File: src/rtl/stopwatch_timer_core.sv
// MM:SS up/down stopwatch/timer: tick prescaler, BCD counter with preset load,
// lap capture and a multiplexed 4-digit 7-segment driver that blinks on expiry or halt.
module stopwatch_timer_core #(
  parameter int TICK_DIV  = 100_000_000,
  parameter int SCAN_DIV  = 250_000,
  parameter int BLINK_DIV = 25_000_000
) (
  input  logic        clk,
  input  logic        rst_n,
  input  logic        start_stop,
  input  logic        clear,
  input  logic        load,
  input  logic [15:0] load_val,
  input  logic        mode,
  input  logic        halt,
  input  logic        lap,
  input  logic        show_lap,
  output logic [15:0] bcd,
  output logic [15:0] lap_bcd,
  output logic        running,
  output logic        expired,
  output logic [7:0]  seg,
  output logic [3:0]  an
);

  localparam int PW = (TICK_DIV  > 1) ? $clog2(TICK_DIV)  : 1;
  localparam int SW = (SCAN_DIV  > 1) ? $clog2(SCAN_DIV)  : 1;
  localparam int BW = (BLINK_DIV > 1) ? $clog2(BLINK_DIV) : 1;
  localparam logic [PW-1:0] TICK_MAX  = PW'(TICK_DIV - 1);
  localparam logic [SW-1:0] SCAN_MAX  = SW'(SCAN_DIV - 1);
  localparam logic [BW-1:0] BLINK_MAX = BW'(BLINK_DIV - 1);

  logic [15:0]   bcd_reg, bcd_next;
  logic [15:0]   lap_reg, lap_next;
  logic          running_reg, running_next;
  logic          expired_reg, expired_next;
  logic [PW-1:0] presc_reg, presc_next;
  logic [SW-1:0] scan_reg, scan_next;
  logic [1:0]    slot_reg, slot_next;
  logic [BW-1:0] blink_cnt_reg, blink_cnt_next;
  logic          phase_reg, phase_next;
  logic [7:0]    seg_reg, seg_next;
  logic [3:0]    an_reg, an_next;

  logic [15:0] load_clamped, inc_val, dec_val, src;
  logic [4:0]  borrow;
  logic [3:0]  carry;
  logic [3:0]  digit;
  logic        tick, at_zero, scan_wrap;

  function automatic logic [6:0] seg7(input logic [3:0] d);
    case (d)
      4'd0: seg7 = 7'h40;
      4'd1: seg7 = 7'h79;
      4'd2: seg7 = 7'h24;
      4'd3: seg7 = 7'h30;
      4'd4: seg7 = 7'h19;
      4'd5: seg7 = 7'h12;
      4'd6: seg7 = 7'h02;
      4'd7: seg7 = 7'h78;
      4'd8: seg7 = 7'h00;
      4'd9: seg7 = 7'h10;
      default: seg7 = 7'h7F;
    endcase
  endfunction

  assign carry[0]  = 1'b1;
  assign borrow[0] = 1'b1;

  // Per-digit preset clamp plus ripple carry/borrow chains; tens digits roll at 5, units at 9.
  genvar gi;
  generate
    for (gi = 0; gi < 4; gi++) begin : g_digit
      localparam logic [3:0] DMAX = (gi % 2 == 1) ? 4'd5 : 4'd9;
      logic [3:0] d;
      assign d = bcd_reg[gi*4 +: 4];
      assign load_clamped[gi*4 +: 4] = (load_val[gi*4 +: 4] > DMAX) ? DMAX : load_val[gi*4 +: 4];
      assign inc_val[gi*4 +: 4] = !carry[gi] ? d : ((d == DMAX) ? 4'd0 : d + 4'd1);
      assign dec_val[gi*4 +: 4] = !borrow[gi] ? d : ((d == 4'd0) ? DMAX : d - 4'd1);
      assign borrow[gi+1] = borrow[gi] && (d == 4'd0);
      if (gi < 3) begin : g_carry
        assign carry[gi+1] = carry[gi] && (d == DMAX);
      end
    end
  endgenerate

  assign at_zero = borrow[4];
  assign tick    = running_reg && (presc_reg == TICK_MAX);

  always_comb begin
    bcd_next     = bcd_reg;
    lap_next     = lap ? bcd_reg : lap_reg;
    running_next = running_reg;
    expired_next = expired_reg;
    presc_next   = presc_reg;
    if (running_reg) presc_next = tick ? '0 : presc_reg + PW'(1);
    if (tick) begin
      if (!mode) begin
        bcd_next = inc_val;
      end else begin
        bcd_next = at_zero ? 16'h0000 : dec_val;
        if (at_zero || dec_val == 16'h0000) begin
          running_next = 1'b0;
          expired_next = 1'b1;
        end
      end
    end
    if (clear) begin
      bcd_next     = 16'h0000;
      lap_next     = 16'h0000;
      running_next = 1'b0;
      expired_next = 1'b0;
      presc_next   = '0;
    end else if (load) begin
      bcd_next     = load_clamped;
      running_next = 1'b0;
      expired_next = 1'b0;
      presc_next   = '0;
    end else if (halt) begin
      running_next = 1'b0;
    end else if (start_stop) begin
      // A count-down parked at 00:00 refuses to start; stopping is always allowed.
      if (running_reg) running_next = 1'b0;
      else if (!(mode && at_zero)) running_next = 1'b1;
    end
  end

  always_comb begin
    scan_wrap = (scan_reg == SCAN_MAX);
    scan_next = scan_wrap ? '0 : scan_reg + SW'(1);
    slot_next = scan_wrap ? slot_reg + 2'd1 : slot_reg;
    blink_cnt_next = '0;
    phase_next     = 1'b0;
    if (expired_reg || halt) begin
      blink_cnt_next = (blink_cnt_reg == BLINK_MAX) ? '0 : blink_cnt_reg + BW'(1);
      phase_next     = (blink_cnt_reg == BLINK_MAX) ? ~phase_reg : phase_reg;
    end
    src = show_lap ? lap_reg : bcd_reg;
    case (slot_reg)
      2'd0: digit = src[3:0];
      2'd1: digit = src[7:4];
      2'd2: digit = src[11:8];
      default: digit = src[15:12];
    endcase
    seg_next = {slot_reg != 2'd2, seg7(digit)};
    an_next  = phase_reg ? 4'b1111 : ~(4'b0001 << slot_reg);
  end

  always_ff @(posedge clk or negedge rst_n) begin
    if (!rst_n) begin
      bcd_reg       <= 16'h0000;
      lap_reg       <= 16'h0000;
      running_reg   <= 1'b0;
      expired_reg   <= 1'b0;
      presc_reg     <= '0;
      scan_reg      <= '0;
      slot_reg      <= 2'd0;
      blink_cnt_reg <= '0;
      phase_reg     <= 1'b0;
      seg_reg       <= 8'hC0;
      an_reg        <= 4'b1110;
    end else begin
      bcd_reg       <= bcd_next;
      lap_reg       <= lap_next;
      running_reg   <= running_next;
      expired_reg   <= expired_next;
      presc_reg     <= presc_next;
      scan_reg      <= scan_next;
      slot_reg      <= slot_next;
      blink_cnt_reg <= blink_cnt_next;
      phase_reg     <= phase_next;
      seg_reg       <= seg_next;
      an_reg        <= an_next;
    end
  end

  assign bcd     = bcd_reg;
  assign lap_bcd = lap_reg;
  assign running = running_reg;
  assign expired = expired_reg;
  assign seg     = seg_reg;
  assign an      = an_reg;

endmodule

File: config.mk
export PLATFORM = sky130hd
export DESIGN_NAME = stopwatch_timer_core
export DESIGN_NICKNAME = d
export VERILOG_FILES = /design/src/rtl/stopwatch_timer_core.sv
export SDC_FILE = /design/constraint.sdc
export NUM_CORES = 1
export LEC_CHECK = 0
export BUFFER_PORTS_ARGS = -buffer_cell sky130_fd_sc_hd__buf_2
export CORE_MARGIN = 4
export CORE_UTILIZATION = 45
export CTS_BUF_LIST = sky130_fd_sc_hd__clkbuf_4 sky130_fd_sc_hd__clkbuf_8 sky130_fd_sc_hd__clkbuf_16
export DETAILED_ROUTE_END_ITERATION = 12
export GPL_ROUTABILITY_DRIVEN = 0
export SYNTH_ARGS = -nofsm -noshare
export SYNTH_HDL_FRONTEND = slang
export SYNTH_SLANG_ARGS = --single-unit
File: constraint.sdc
create_clock -name clk -period 3 [get_ports clk]
set_input_delay 0.45 -clock clk [delete_from_list [all_inputs] [get_ports clk]]
set_output_delay 0.45 -clock clk [all_outputs]
set_load 0.02 [all_outputs]
Word-level counts from Yosys, hierarchy flattened:

Memories as Yosys holds them, arrays and structs flattened. A register that Yosys moved wholly into a read port is not among the register bits.
Cells that the tools add are included.

* add/subtract/negate cells: 12
* multipliers: 0
* div/mod/pow operators: 0
* magnitude comparators: 4
* eq/ne operators: 11
* shifts and indexed selects: 1
* mux-type cells: 51
* bitwise logic cells: 2
* reduce and logical (&&, ||, !) cells: 28

Operator list (number)
* two-way mux 16 bit: 8
* two-way mux 27 bit: 4
* two-way mux 4 bit: 19
* two-way mux 25 bit: 2
* adder 27 x 1 -> 27 bit (second input constant): 1
* equality test 27 bit (second input constant): 1
* adder 25 x 1 -> 25 bit (second input constant): 1
* equality test 25 bit (second input constant): 1
* adder 18 x 1 -> 18 bit (second input constant): 1
* equality test 18 bit (second input constant): 1
* two-way mux 18 bit: 1
* adder 4 x 1 -> 4 bit (second input constant): 4
* zero test 16 bit: 1
* zero test 4 bit: 4
* two-way mux 1 bit: 16
* subtractor 4 x 1 -> 4 bit (second input constant): 4
* one-hot mux 4 bit (3 select lines): 1
* nonzero test 3 bit: 4
* nonzero test 4 bit: 3
* equality test 4 x 3 -> 1 bit (second input constant): 2
* equality test 4 bit (second input constant): 2
* greater-than comparator 4 x 3 -> 1 bit (second input constant): 2
* greater-than comparator 4 bit (second input constant): 2
* logical AND 1 bit: 7
* other kinds (14): 17

* flip-flop bits (word level): 119
* bits in latches: 0
* memory bits (writable): 0
* ROM bits: 112
* input bits: 25
* output and inout port bits: 46
* word-level logic and storage cells: 124
* memories: 1

Memories
* (no name shown): words 16, bits a word 7, read ports 1, clocked after memory_dff 1, wr ports 0, RTL line 52 `case (d)`

Logic depth before layout (Yosys ltp):

* word-level depth: 15
* mapped depth: 11
* depth with buffers taken out: 10

Least setup slack after synthesis:

No wires, ideal clock.

* path type: reg2reg
* start point: register bcd_reg[4], in the netlist bcd[4]
* end point: register bcd_reg[11], in the netlist bcd[11]
* setup time: 0.122 ns
* arrival: 2.441 ns
* data required time: 2.878 ns
* setup slack: 0.437 ns
* stages on the path, launching flop included: 10
* path buffers: 2
* clock period less this slack: 2.563 ns
* cells stage by stage: dfrtp_1 > clkbuf_1 > inv_1 > ha_1 > or3b_1 > buf_2 > o41ai_4 > or3_1 > o211ai_1 > a32o_1

* cells in the longest elaborated chain, start to end: 9
* elaborated cells on any way between the ends: 14
* classes of those cells: eq/ne (1); mux (6); reduce/logical (7)

Ends and longest elaborated chain
* start, declared: RTL line 33 `logic [15:0] bcd_reg, bcd_next;`
* start signal, assigned: RTL line 163 `bcd_reg <= bcd_next;`
* zero test 4 bit: RTL line 80 `assign borrow[gi+1] = borrow[gi] && (d == 4'd0);`
* logical AND 1 bit (3 in series): RTL line 80
* two-way mux 16 bit: RTL line 101 `bcd_next = at_zero ? 16'h0000 : dec_val;`
* two-way mux 16 bit: RTL line 98 `if (!mode) begin`
* two-way mux 16 bit: RTL line 97 `if (tick) begin`
* two-way mux 16 bit: RTL line 114 `end else if (load) begin`
* two-way mux 16 bit: RTL line 108 `if (clear) begin`

Parallel ways exist; a longest one is shown, timed or not. The select of a mux whose other input is x is not followed.
A chain may end at the register's enable or synchronous reset.

Worst setup path in the final report:

* start point: register bcd_reg[13], in the netlist bcd[13]
* end point: register bcd_reg[5], in the netlist bcd[5]

* cells in the longest elaborated chain, start to end: 7

Ends and longest elaborated chain (RTL line)
* zero test 4 bit: 80
* logical AND 1 bit: 80
* two-way mux 16 bit: 101
* two-way mux 16 bit: 98
* two-way mux 16 bit: 97
* two-way mux 16 bit: 114
* two-way mux 16 bit: 108

Every way passes these cells. The select of a mux whose other input is x is not followed.

==> results.toml <==
[outcome]
outcome = "finished clean"

[clock_tree]
ctsHoldBuffers = 0
cts_tree = "built"
postCtsSetupBuffers = 0
clkSlewWorstSetupHoldPaths_ps = 60
cts_made_buffers = 17
cts_resized = 0
clk_path_buf_depth = 2
htreeDepth = 4
root_buffer = "clkbuf_16"
cts_sinks = 119
clock_latency_ps = 420

[synth]
synth-main-ff-cell = "dfrtp_1"
synthCells = 781
synth_fp_nets = 832
syn-cell-area_um2 = 7292
synth_area_leader_cell = "dfrtp_1"
synth-seq-cells = 119
synthArstFlopShare = 1.000
yosysWarnings = 0
syn-mean-instance-area_um2 = 9.337
yosysSeqAreaShare = 0.4092
synth.area.top_cells = "dfrtp_1 39%, nor2_1 5.1%, ha_1 4.5%"
netlist.area_leader.share = 0.3912
synth_cell_type_count = 85
synth_edf_count = 0

[timing]
worstMarginPinSlew_ps = 765.9
max_freq_mhz = 378.2
rsz0062_at_grt = "no"
clock_skew_ps = 9.156
slew_headroom = 0.4827
finalCritPeriodShare = 0.8814
finalSetupTns_ps = 0
hold_violations = 0
slew_violations = 0
setup_viol = 0
min_period_ps = 2644

[floorplanning]
coreArea_um2 = 15890
io_pins = 71
die_x_um = 135.3
die_h_um = 135.3
die_area_um2 = 18300
initial_core_util = 0.4590
rows = 46

[worst_hold_path]
hold_path_class = "in2async"

[place]
detailed_place_hpwl_um = 13680
io_buffers = 70
post_dp_cell_area_um2 = 7918
dp.cells = 1046

[layout]
final-instance-count-excl-fill = 1078
fin_util = 0.5392
design_area_um2 = 8566
fillers = 1458
largest_reg_flops = 27
n_antenna_cell = 0
final_nets = 900
layout-drive-gt1-share = 0.1972
syn_to_final_growth_pct = 17.47

[route]
drcViolationCount = 0
routed_wl_um = 19380
wl_per_cell_um = 17.98
num_vias = 6353
ant_nets = 0
via_per_inst = 5.893
first_pass_iters = 6
first_iter_violations = 451

[setup_path]
worst-path-max-fanout = 9
crit_path_start_kind = "flop"
cp.required_ps = 3350
arrival_ps = 2990
critPathKind = "reg2reg"
cp-end-kind = "flop"

[run]
maxCapViolCount = 0

[global_route]
overflow = 0
grt_max_degree = 81
grt_pass1_wl_um = 31600
grt_pass1_vias = 6131
grtUsageTotal = 0.2147
antenna_found_initial = 0

[power_and_ir_drop]
ir_drop_mv = 0.4494
cellPowerDensity_nw_per_um2 = 540.7
leakage_nw = 3.705
[path summary, 6_finish.rpt]
| kind | from | endpoint | slack, ps | cells past startpoint |
|---|---|---|---|---|
| max in group asynchronous | rst_n | an[3]$_DFF_PN1_ | 2130 | 2 |
| worst max register to register | bcd[13]$_DFFE_PN0P_ | bcd[5]$_DFFE_PN0P_ | 360 | 8 |
| worst min register to register | blink_cnt_reg[0]$_DFF_PN0_ | blink_cnt_reg[0]$_DFF_PN0_ | 450 | 1 |
| min in group clk | load_val[1] | bcd[1]$_DFFE_PN0P_ | 330 | 3 |
| worst min-delay path | rst_n | bcd[9]$_DFFE_PN0P_ | 20 | 1 |
| worst max-delay path | bcd[13]$_DFFE_PN0P_ | bcd[5]$_DFFE_PN0P_ | 360 | 8 |
[per-layer routing]
layer | global-route usage | share of wire | wire length (um)
met3 | 0.04123 | 0.054 | 1037
met2 | 0.3523 | 0.48 | 9376
met4 | 0.07055 | 0.021 | 410
met1 | 0.2870 | 0.44 | 8556
met5 | 0 | 0 | 0
[cell usage after synthesis (5+ instances only)]
library cell / count
nand2_1: 44
nand4_1: 27
and4_1: 7
dfrtp_1: 114
nor4_1: 16
buf_2: 7
a222oi_1: 7
nor3b_1: 5
or3_1: 6
xor2_1: 27
o21ai_0: 19
a31oi_1: 17
o31ai_1: 8
a32o_1: 6
nand3_1: 30
inv_1: 35
ha_1: 26
mux2i_1: 19
and2_1: 6
nor2_1: 99
xnor2_1: 31
o21a_1: 6
dfstp_2: 5
a21oi_1: 30
or2_2: 5
nor3_1: 26
clkbuf_1: 32
nand2b_1: 12
[through the flow]
stage | worst slack, ps | hold WS [ps] | power, mW
3_5_place_dp | 433.8 | 445.0 | 2.420
4_1_cts | 422.0 | 35.07 | 4.663
5_1_grt | 153.5 | 54.81 | 4.815
6_report | 355.8 | 24.94 | 4.631
2_1_floorplan | 437.1 | 154.4 | 2.167
3_3_place_gp | 488.8 | 437.0 | 2.409
[final cells by class]
| class | instances | area, um^2 | share of cell area |
|---|---|---|---|
| timing repair buffer | 94 | 545.5 | 0.06369 |
| clock inverter | 13 | 195.2 | 0.02279 |
| tap | 216 | 270.3 | 0.03155 |
| sequential | 119 | 2984 | 0.3484 |
| inverter | 36 | 135.1 | 0.01578 |
| clock buffer | 19 | 452.9 | 0.05288 |
| multi-input combinational | 581 | 3983 | 0.4649 |
[report_power, final]
part / switching, mW / internal, mW
Combinational: 0.435 / 0.254
Clock: 0.783 / 1.45
Sequential: 0.0578 / 1.66
Total: 1.28 / 3.36
[placed cells by master (no fill, tap or decap), drive strengths merged, types with 18 or more instances in the layout]
cell type / synthesis / routed
dfrtp: 114 / 114
nor2: 99 / 99
buf: 13 / 94
nand2: 44 / 44
inv: 35 / 37
a21oi: 32 / 32
xnor2: 31 / 31
nand3: 30 / 30
nand4: 28 / 28
xor2: 27 / 27
nor3: 27 / 27
ha: 26 / 26
o21ai: 20 / 20
mux2i: 19 / 19
clkbuf: 32 / 19
nor4: 18 / 18
[cells by family after synthesis]
logic type / count (synthesis) / synth area share
buffers and inverters: 81 / 0.04547
AND/OR/NAND/NOR: 320 / 0.2364
multiplexers: 26 / 0.04152
flip-flops: 119 / 0.4092
adder cells (fa/ha/maj): 26 / 0.04461
AO/OA/AOI/OAI: 151 / 0.1531
XOR/XNOR: 58 / 0.06966
[critical path, cell delays in order (launching register included)]
cell and delay [ps]:
dfrtp_1 530, inv_1 200, ha_1 260, nor3b_1 150, buf_4 170, a41oi_1 630
o21ai_0 210, a221oi_1 260, mux2_1 170
Note: power is estimated with default switching activity, not from simulation.
